File: src/rtl/pipeline_ctrl_if.sv
// Bundle of stall requests, exception inputs and control outputs exchanged
// between the pipeline stages and pipeline_ctrl.
interface pipeline_ctrl_if;
    logic        stallreq_id;
    logic        stallreq_ex;
    logic        stallreq_mem;
    logic [31:0] excepttype_i;
    logic [31:0] cp0_epc_i;
    logic        clr_cnt;
    logic [5:0]  stall;
    logic        flush;
    logic [31:0] new_pc;
    logic        busy;
    logic [31:0] stall_cnt;
    logic        wdog_timeout;

    modport master (
        output stallreq_id, stallreq_ex, stallreq_mem, excepttype_i, cp0_epc_i, clr_cnt,
        input  stall, flush, new_pc, busy, stall_cnt, wdog_timeout
    );

    modport slave (
        input  stallreq_id, stallreq_ex, stallreq_mem, excepttype_i, cp0_epc_i, clr_cnt,
        output stall, flush, new_pc, busy, stall_cnt, wdog_timeout
    );
endinterface

File: src/rtl/pipeline_ctrl.sv
// Pipeline stall/flush controller with post-flush refill window and stall counter.
// Optional MEM-stall watchdog enabled by defining STALL_WATCHDOG_EN.
module pipeline_ctrl #(
    parameter logic [31:0] EXC_VECTOR   = 32'h00000020,
    parameter int unsigned FLUSH_CYCLES = 2,
    parameter int unsigned WDOG_LIMIT   = 1023
) (
    input logic            clk,
    input logic            rst,
    pipeline_ctrl_if.slave bus
);

    typedef enum logic {RUN, FLUSH} state_t;

    localparam logic [31:0] ERET_CODE   = 32'h0000000e;
    localparam logic [3:0]  REFILL_INIT = 4'(FLUSH_CYCLES - 1);

    state_t      state_q, state_d;
    logic [3:0]  refill_q, refill_d;
    logic [31:0] stall_cnt_q;
    logic [5:0]  stall_req;

    always_comb begin
        stall_req = '0;
        if (bus.stallreq_mem)     stall_req = 6'b011111;
        else if (bus.stallreq_ex) stall_req = 6'b001111;
        else if (bus.stallreq_id) stall_req = 6'b000111;
    end

    always_comb begin
        state_d    = state_q;
        refill_d   = refill_q;
        bus.stall  = '0;
        bus.flush  = 1'b0;
        bus.new_pc = '0;
        bus.busy   = 1'b0;
        unique case (state_q)
            RUN: begin
                if (bus.excepttype_i != '0) begin
                    bus.flush  = 1'b1;
                    bus.new_pc = (bus.excepttype_i == ERET_CODE) ? bus.cp0_epc_i : EXC_VECTOR;
                    state_d    = FLUSH;
                    refill_d   = REFILL_INIT;
                end else begin
                    bus.stall = stall_req;
                end
            end
            FLUSH: begin
                bus.busy  = 1'b1;
                bus.stall = stall_req;
                // Refill window only advances on cycles where the PC actually moves
                if (!stall_req[0]) begin
                    if (refill_q == '0) state_d = RUN;
                    else                refill_d = refill_q - 4'd1;
                end
            end
        endcase
        if (!rst) begin
            bus.stall  = '0;
            bus.flush  = 1'b0;
            bus.new_pc = '0;
            bus.busy   = 1'b0;
        end
    end

    always_ff @(posedge clk or negedge rst) begin
        if (!rst) begin
            state_q  <= RUN;
            refill_q <= '0;
        end else begin
            state_q  <= state_d;
            refill_q <= refill_d;
        end
    end

    always_ff @(posedge clk or negedge rst) begin
        if (!rst) begin
            stall_cnt_q <= '0;
        end else if (bus.clr_cnt) begin
            stall_cnt_q <= '0;
        end else if (bus.stall[0] && (stall_cnt_q != '1)) begin
            stall_cnt_q <= stall_cnt_q + 32'd1;
        end
    end

    assign bus.stall_cnt = stall_cnt_q;

`ifdef STALL_WATCHDOG_EN
    localparam logic [15:0] WDOG_MAX = 16'(WDOG_LIMIT);

    logic [15:0] wdog_cnt_q;
    logic        wdog_q;

    always_ff @(posedge clk or negedge rst) begin
        if (!rst) begin
            wdog_cnt_q <= '0;
            wdog_q     <= 1'b0;
        end else if (bus.clr_cnt) begin
            wdog_cnt_q <= '0;
            wdog_q     <= 1'b0;
        end else if (!bus.stallreq_mem) begin
            wdog_cnt_q <= '0;
        end else if (wdog_cnt_q != WDOG_MAX) begin
            wdog_cnt_q <= wdog_cnt_q + 16'd1;
            if (wdog_cnt_q + 16'd1 == WDOG_MAX) wdog_q <= 1'b1;
        end
    end

    assign bus.wdog_timeout = wdog_q;
`else
    assign bus.wdog_timeout = 1'b0;
`endif

endmodule

File: src/flat_wrapper.sv
// flat-port wrapper written by rule: the top's interface ports become plain ports
module pipeline_ctrl_flat 
#(
    parameter logic [31:0] EXC_VECTOR   = 32'h00000020,
    parameter int unsigned FLUSH_CYCLES = 2,
    parameter int unsigned WDOG_LIMIT   = 1023
)
  (clk, rst, bus_stallreq_id, bus_stallreq_ex, bus_stallreq_mem, bus_excepttype_i, bus_cp0_epc_i, bus_clr_cnt, bus_stall, bus_flush, bus_new_pc, bus_busy, bus_stall_cnt, bus_wdog_timeout);
  pipeline_ctrl_if bus_i ();
  input logic clk;
  input logic rst;
  input wire logic [$bits(bus_i.stallreq_id)-1:0] bus_stallreq_id;
  input wire logic [$bits(bus_i.stallreq_ex)-1:0] bus_stallreq_ex;
  input wire logic [$bits(bus_i.stallreq_mem)-1:0] bus_stallreq_mem;
  input wire logic [$bits(bus_i.excepttype_i)-1:0] bus_excepttype_i;
  input wire logic [$bits(bus_i.cp0_epc_i)-1:0] bus_cp0_epc_i;
  input wire logic [$bits(bus_i.clr_cnt)-1:0] bus_clr_cnt;
  output wire logic [$bits(bus_i.stall)-1:0] bus_stall;
  output wire logic [$bits(bus_i.flush)-1:0] bus_flush;
  output wire logic [$bits(bus_i.new_pc)-1:0] bus_new_pc;
  output wire logic [$bits(bus_i.busy)-1:0] bus_busy;
  output wire logic [$bits(bus_i.stall_cnt)-1:0] bus_stall_cnt;
  output wire logic [$bits(bus_i.wdog_timeout)-1:0] bus_wdog_timeout;
  assign bus_i.stallreq_id = bus_stallreq_id;
  assign bus_i.stallreq_ex = bus_stallreq_ex;
  assign bus_i.stallreq_mem = bus_stallreq_mem;
  assign bus_i.excepttype_i = bus_excepttype_i;
  assign bus_i.cp0_epc_i = bus_cp0_epc_i;
  assign bus_i.clr_cnt = bus_clr_cnt;
  assign bus_stall = bus_i.stall;
  assign bus_flush = bus_i.flush;
  assign bus_new_pc = bus_i.new_pc;
  assign bus_busy = bus_i.busy;
  assign bus_stall_cnt = bus_i.stall_cnt;
  assign bus_wdog_timeout = bus_i.wdog_timeout;
  pipeline_ctrl #(.EXC_VECTOR(EXC_VECTOR), .FLUSH_CYCLES(FLUSH_CYCLES), .WDOG_LIMIT(WDOG_LIMIT)) u_core (.clk(clk), .rst(rst), .bus(bus_i));
endmodule
File: config.mk
export PLATFORM = sky130hd
export DESIGN_NAME = pipeline_ctrl_flat
export DESIGN_NICKNAME = d
export VERILOG_FILES = /design/src/rtl/pipeline_ctrl_if.sv /design/src/rtl/pipeline_ctrl.sv /design/src/flat_wrapper.sv
export SDC_FILE = /design/constraint.sdc
export NUM_CORES = 1
export LEC_CHECK = 0
export ABC_AREA = 1
export CAP_MARGIN = 20
export CORE_UTILIZATION = 42
export CTS_CLUSTER_SIZE = 30
export DETAILED_ROUTE_END_ITERATION = 12
export GPL_TIMING_DRIVEN = 0
export HOLD_SLACK_MARGIN = 0.15
export PLACE_DENSITY = 0.87
export SLEW_MARGIN = 20
export SYNTH_ARGS = -nofsm -noshare
export SYNTH_HDL_FRONTEND = slang
export SYNTH_SLANG_ARGS = --single-unit
export TNS_END_PERCENT = 50
File: constraint.sdc
create_clock -name clk -period 2.1 [get_ports clk]
set_input_delay 0.315 -clock clk [delete_from_list [all_inputs] [get_ports clk]]
set_output_delay 0.315 -clock clk [all_outputs]
set_load 0.005 [all_outputs]
# Word-level counts from Yosys, hierarchy flattened
# Index checks and enable logic that the tools add are counted.
totals:
  register_bits: 37
  input_bits: 70
  output_inout_bits: 73
classes:
  n_addsub: 2
  n_eq_ne: 5
  n_mux: 24
  n_bitwise: 1
  n_reduce_logical: 5
op_table:
  columns: ["cell", "count"]
  rows:
  - ["$mux 32", 6]
  - ["$add 32x1->32 const B", 1]
  - ["$eq 32x4->1 const B", 1]
  - ["$ne 32x32->1 const B", 1]
  - ["$reduce_bool 32->1", 1]
  - ["$mux 6", 4]
  - ["$mux 4", 3]
  - ["$pmux 6 s2", 1]
  - ["$pmux 4 s2", 1]
  - ["$mux 1", 7]
  - ["$logic_not 4->1", 1]
  - ["$ne 2x2->1 const B", 2]
  - ["$sub 4x1->4 const B", 1]
  - ["$mux 3", 1]
  - ["$reduce_and 3->1", 1]
  - ["$ne 2x1->1 const B", 1]
  - ["$pmux 1 s2", 1]
  - ["$reduce_bool 2->1", 1]
  - ["$logic_and 1x1->1", 1]
  - ["$not 1->1", 1]

# Longest topological paths before layout
logic_depth:
  ltp_word: 9
  depth_mapped: 11
  depth_no_buf: 10

# Worst setup path before layout
# Ideal clock, no wire load.
synth_timing:
  path_kind: "flip-flop to flip-flop"
  from: "register u_core.stall_cnt_q[0], in the netlist u_core.bus.stall_cnt[0]"
  to: "register u_core.stall_cnt_q[28], in the netlist u_core.bus.stall_cnt[28]"
  setup_time_ps: 117
  t_arrival_ps: 1672
  slack_ps: 312
  stages_incl_launch_ff: 12
  path_buffers: 1
  period_less_slack_ps: 1788
  cell_sequence: "dfrtp_1 ha_1 nand2_1 nor2_4 nand2_4 nor2_4 nand4_1 nand3_2 nand2_4 buf_6 nand2_1 nand2_1"
synth_between:
  elab_chain_cells: 3
  word_cells_on_any_way: 6
synth_lines:
  columns: ["element", "line", "source"]
  rows:
  - ["start, declared", "pipeline_ctrl.sv:20", "logic [31:0] stall_cnt_q;"]
  - ["start signal, assigned", "pipeline_ctrl.sv:82", "stall_cnt_q <= stall_cnt_q + 32'd1;"]
  - ["$add 32x1->32 / $ne 32x32->1 (equally long branches)", "pipeline_ctrl.sv:82, pipeline_ctrl.sv:81", null]
  - ["$mux 32 / $logic_and 1x1->1 (equally long branches)", "pipeline_ctrl.sv:81", "end else if (bus.stall[0] && (stall_cnt_q != '1)) begin"]
  - ["$mux 32 / $reduce_bool 2->1 (equally long branches)", null, null]
# Parallel ways exist; a longest one is shown, timed or not. The select of a mux whose other input is x is not followed.
# A chain may end at the register's enable or synchronous reset.

# Worst setup path in the final report
layout_timing:
  from: "input bus_excepttype_i[31]"
  to: "output bus_new_pc[18]"
layout_between:
  elab_chain_cells: 5
  word_cells_on_any_way: 6
layout_lines:
  columns: ["element", "line", "source"]
  rows:
  - ["start, declared", "flat_wrapper.sv:15", "input wire logic [$bits(bus_i.excepttype_i)-1:0] bus_excepttype_i;"]
  - ["$eq 32x4->1", "pipeline_ctrl.sv:41", "bus.new_pc = (bus.excepttype_i == ERET_CODE) ? bus.cp0_epc_i : EXC_VECTOR;"]
  - ["$mux 32", "pipeline_ctrl.sv:41", null]
  - ["$mux 32 (*)", "pipeline_ctrl.sv:39", "if (bus.excepttype_i != '0) begin"]
  - ["$mux 32 (*)", "pipeline_ctrl.sv:37", "unique case (state_q)"]
  - ["$mux 32 (*)", "pipeline_ctrl.sv:58", "if (!rst) begin"]
  - ["end, declared", "flat_wrapper.sv:20", "output wire logic [$bits(bus_i.new_pc)-1:0] bus_new_pc;"]
# Every way passes the cells marked *; elsewhere a longest branch is shown, timed or not.

==> reports/qor.csv <==
metric;value;unit
Initial Utilization;44.3;%
async set or reset register ratio after synthesis;100;%
CTS max path bufs;2;
Setup crit end kind;primary output;
P&R area growth vs syn;61.5;%
clock power share;29.6;%
vias in the first global route;3926;
Synth Register Bits;37;
worst stage delay on the critical path;0.29;ns
PwrDens;386;nW/um^2
die area;7670;sq um
final instance area;4970;sq um
worst slew pin tran;0.887;ns
Flop pwr share;42.1;%
Peak VDD IR;0.000305;V
HP Class;register to register;
layout cells sized above 1;19.8;%
Syn Inst Count;491;
Boundary Pins;143;
worst-path cell chain;dlygate4sd2_1, nor2_1, nand2_1, nor2_2, nand2_2, nor2_4, nor2_4, nand2_4, bufbuf_16, nor3b_2, buf_2;
Synth Cell Area;3080;sq um
sequential share of the synthesized area;30.1;%
Final Util;71.6;%
Worst setup SP type;input port;
DR WL/cell;14.9;um
Clock Skew;0.00439;ns
IO buf count;139;
clock buffer count from CTS;5;
cell with the largest stage delay on the worst path;bufbuf_16;
post-synth cell types;29;
CTS root buf;clkbuf_8;
crit path buf inv count;3;
Detailed Place HPWL;8420;um
Cell Area, Placed;4620;sq um
Top cell by count, worst path;nor2_4;
Power Internal;0.00135;W
post-route clock period utilization;99.4;%
Max Freq;0.479;GHz
via density per instance;5.15;
final worst-path setup slack;0.0132;ns
critical-path maximum fanout;8;
final setup vio count;0;
initial antenna violation count;0;
first-iteration detailed-routing DRC count;204;
post-route ant nets;0;
Clock Latency Late Sink;0.30;ns
Primary FF master, synth;dfrtp_1;
worst path required time;1.78;ns
leakage power;2.32;nW
GPL Wtd Cong;0.952;
Final Hold Fails;0;
drt total wl;11200;um
RSZ-0062 raised after global routing;yes;
DR vias;3885;
clk sinks;37;
Avg Cell Area, Syn;6.27;sq um
n_diodes;0;
sw frac;29.8;%
Net Sw Power;0.000572;W
crit path time final;2.09;ns
fin. max-slew vios;0;
CP top delay family;simple AND/OR/NAND/NOR gates;
DP Worst Slack;-0.804;ns
Worst Path Class, Setup;input port to primary output;
outcome;complete, no violations;
Slew HR;40.7;%
CTS tree;built;
Final Power;0.00192;W
largest net degree at the start of global routing;21;
Logic pwr share;28.3;%
total grt overflow;0;
DRC Markers;0;
max-cap violations;0;
fin nets;729;
Die Ht;87.6;um
chip width;87.6;um
first-pass GRT wire length;18100;um
Post-synth EDFFs;0;
Tot GR Track Use;30.7;%
TritonRoute pass-1 iters;5;
core footprint;6940;sq um
Yosys warnings;0;
Clk pin slew, worst setup/hold paths;0.07;ns
CP arrival;1.77;ns
H-tree depth reported by CTS;2;
# rows;30;
[registers in the layout, indices dropped and copies added (netlist names)]
name                  count
u_core.state_q            1
u_core.bus.stall_cnt     32
u_core.refill_q           4
[per-layer routing]
metal	wire length, um	global-route usage (%)	vias up	part of all wire, %
met2	5850	58.5	167	52
met3	734	6.60	27	6.6
met4	331	12.7	0	3.0
li1	-	-	1880	-
met1	4280	32.5	1811	38
met5	0	0	-	0
[tightest hold or removal path, stage by stage, from the launching register on]
cell     delay [ns]
dfrtp_1        0.37
nand2_1        0.06
o21ai_0        0.07
[final cells by class]
cell class / instances / area [sq um]
plain buffers: 23 / 195
flip-flops and latches: 37 / 927
clock inverters: 1 / 5.00
inverters: 26 / 97.6
fillers: 578 / 1970
well taps: 96 / 120
clock buffers: 7 / 96.3
repair buffers: 158 / 1370
multi-input cells: 406 / 2160
[cells in the mapped netlist (3+ instances only)]
cell type	n	area, sq um
nand2_1	161	604
nor2_1	107	402
nand3_1	49	245
dfrtp_1	37	926
nor3b_1	32	240
inv_1	25	93.8
clkbuf_1	10	37.5
xnor2_1	10	87.6
a21o_1	8	60.1
buf_4	7	52.6
nor3_1	6	30.0
xor2_1	6	52.6
o21ai_0	4	20.0
buf_2	3	15.0
buf_6	3	33.8
nand4_1	3	18.8
nor2_4	3	33.8
[cells in the final DEF, fill, tap and decap left out, drive strengths merged, types with 3 or more instances in the layout]
cell type,n
nand2,163
nor2,111
clkdlybuf4s50,68
buf,59
nand3,50
dfrtp,37
nor3b,32
dlygate4sd2,27
inv,26
clkbuf,24
xnor2,10
a21o,8
clkdlybuf4s15,7
xor2,6
nor3,6
o21ai,5
nand4,3
[repair_timing]
item | 4_1_cts | 5_1_grt
gates resized for setup | 200 | 56
hold endpoints to repair | 20 | 0
hold buffers | 2 | 0
pin swaps | 36 | 22
setup buffers | 10 | 4
setup endpoints to repair | 68 | 68
gates cloned | 3 | 0
[power groups by stage]
stage | logic (W) | registers, W | clock network [W]
after floorplan | 0.000259 | 0.000811 | 0
after detailed placement | 0.000509 | 0.000821 | 0
after global routing | 0.000598 | 0.000816 | 0.000595
final | 0.000542 | 0.000809 | 0.000568
after CTS | 0.000526 | 0.000809 | 0.000568
after global placement | 0.000478 | 0.000819 | 0
[stage by stage]
step,hold WS [ns],instances,setup TNS [ns]
finish,0.535,754,0
global route,0.552,754,-0.785
CTS,0.534,751,0
detailed placement,0.310,728,-25.71
global placement,0.492,727,-105.71
floorplan,0.0194,492,0
[logic make-up after synthesis]
logic type,Yosys count,share of synthesized area (%)
AOI/OAI and AO/OA,16,3.33
adders and majority gates,2,0.813
other,1,0.122
DFF,37,30.1
buffers and inverters,49,7.68
xor gates and xnor gates,16,4.55
and+or+nand+nor,370,53.4
[final timing paths]
path	depth (start not counted)	start	slack, ns	endpoint
max	11	bus_excepttype_i[31]	0.01	bus_new_pc[18]
min	2	u_core.refill_q[1]$_DFFE_PN0P_	0.53	u_core.refill_q[1]$_DFFE_PN0P_
max reg2reg	11	u_core.bus.stall_cnt[1]$_DFFE_PN0P_	0.10	u_core.bus.stall_cnt[12]$_DFFE_PN0P_
min reg2reg	2	u_core.refill_q[1]$_DFFE_PN0P_	0.53	u_core.refill_q[1]$_DFFE_PN0P_
max in group asynchronous	2	rst	0.76	u_core.bus.stall_cnt[0]$_DFFE_PN0P_
min in group asynchronous	2	rst	0.74	u_core.bus.stall_cnt[0]$_DFFE_PN0P_
(Power assumes the default switching activity.)
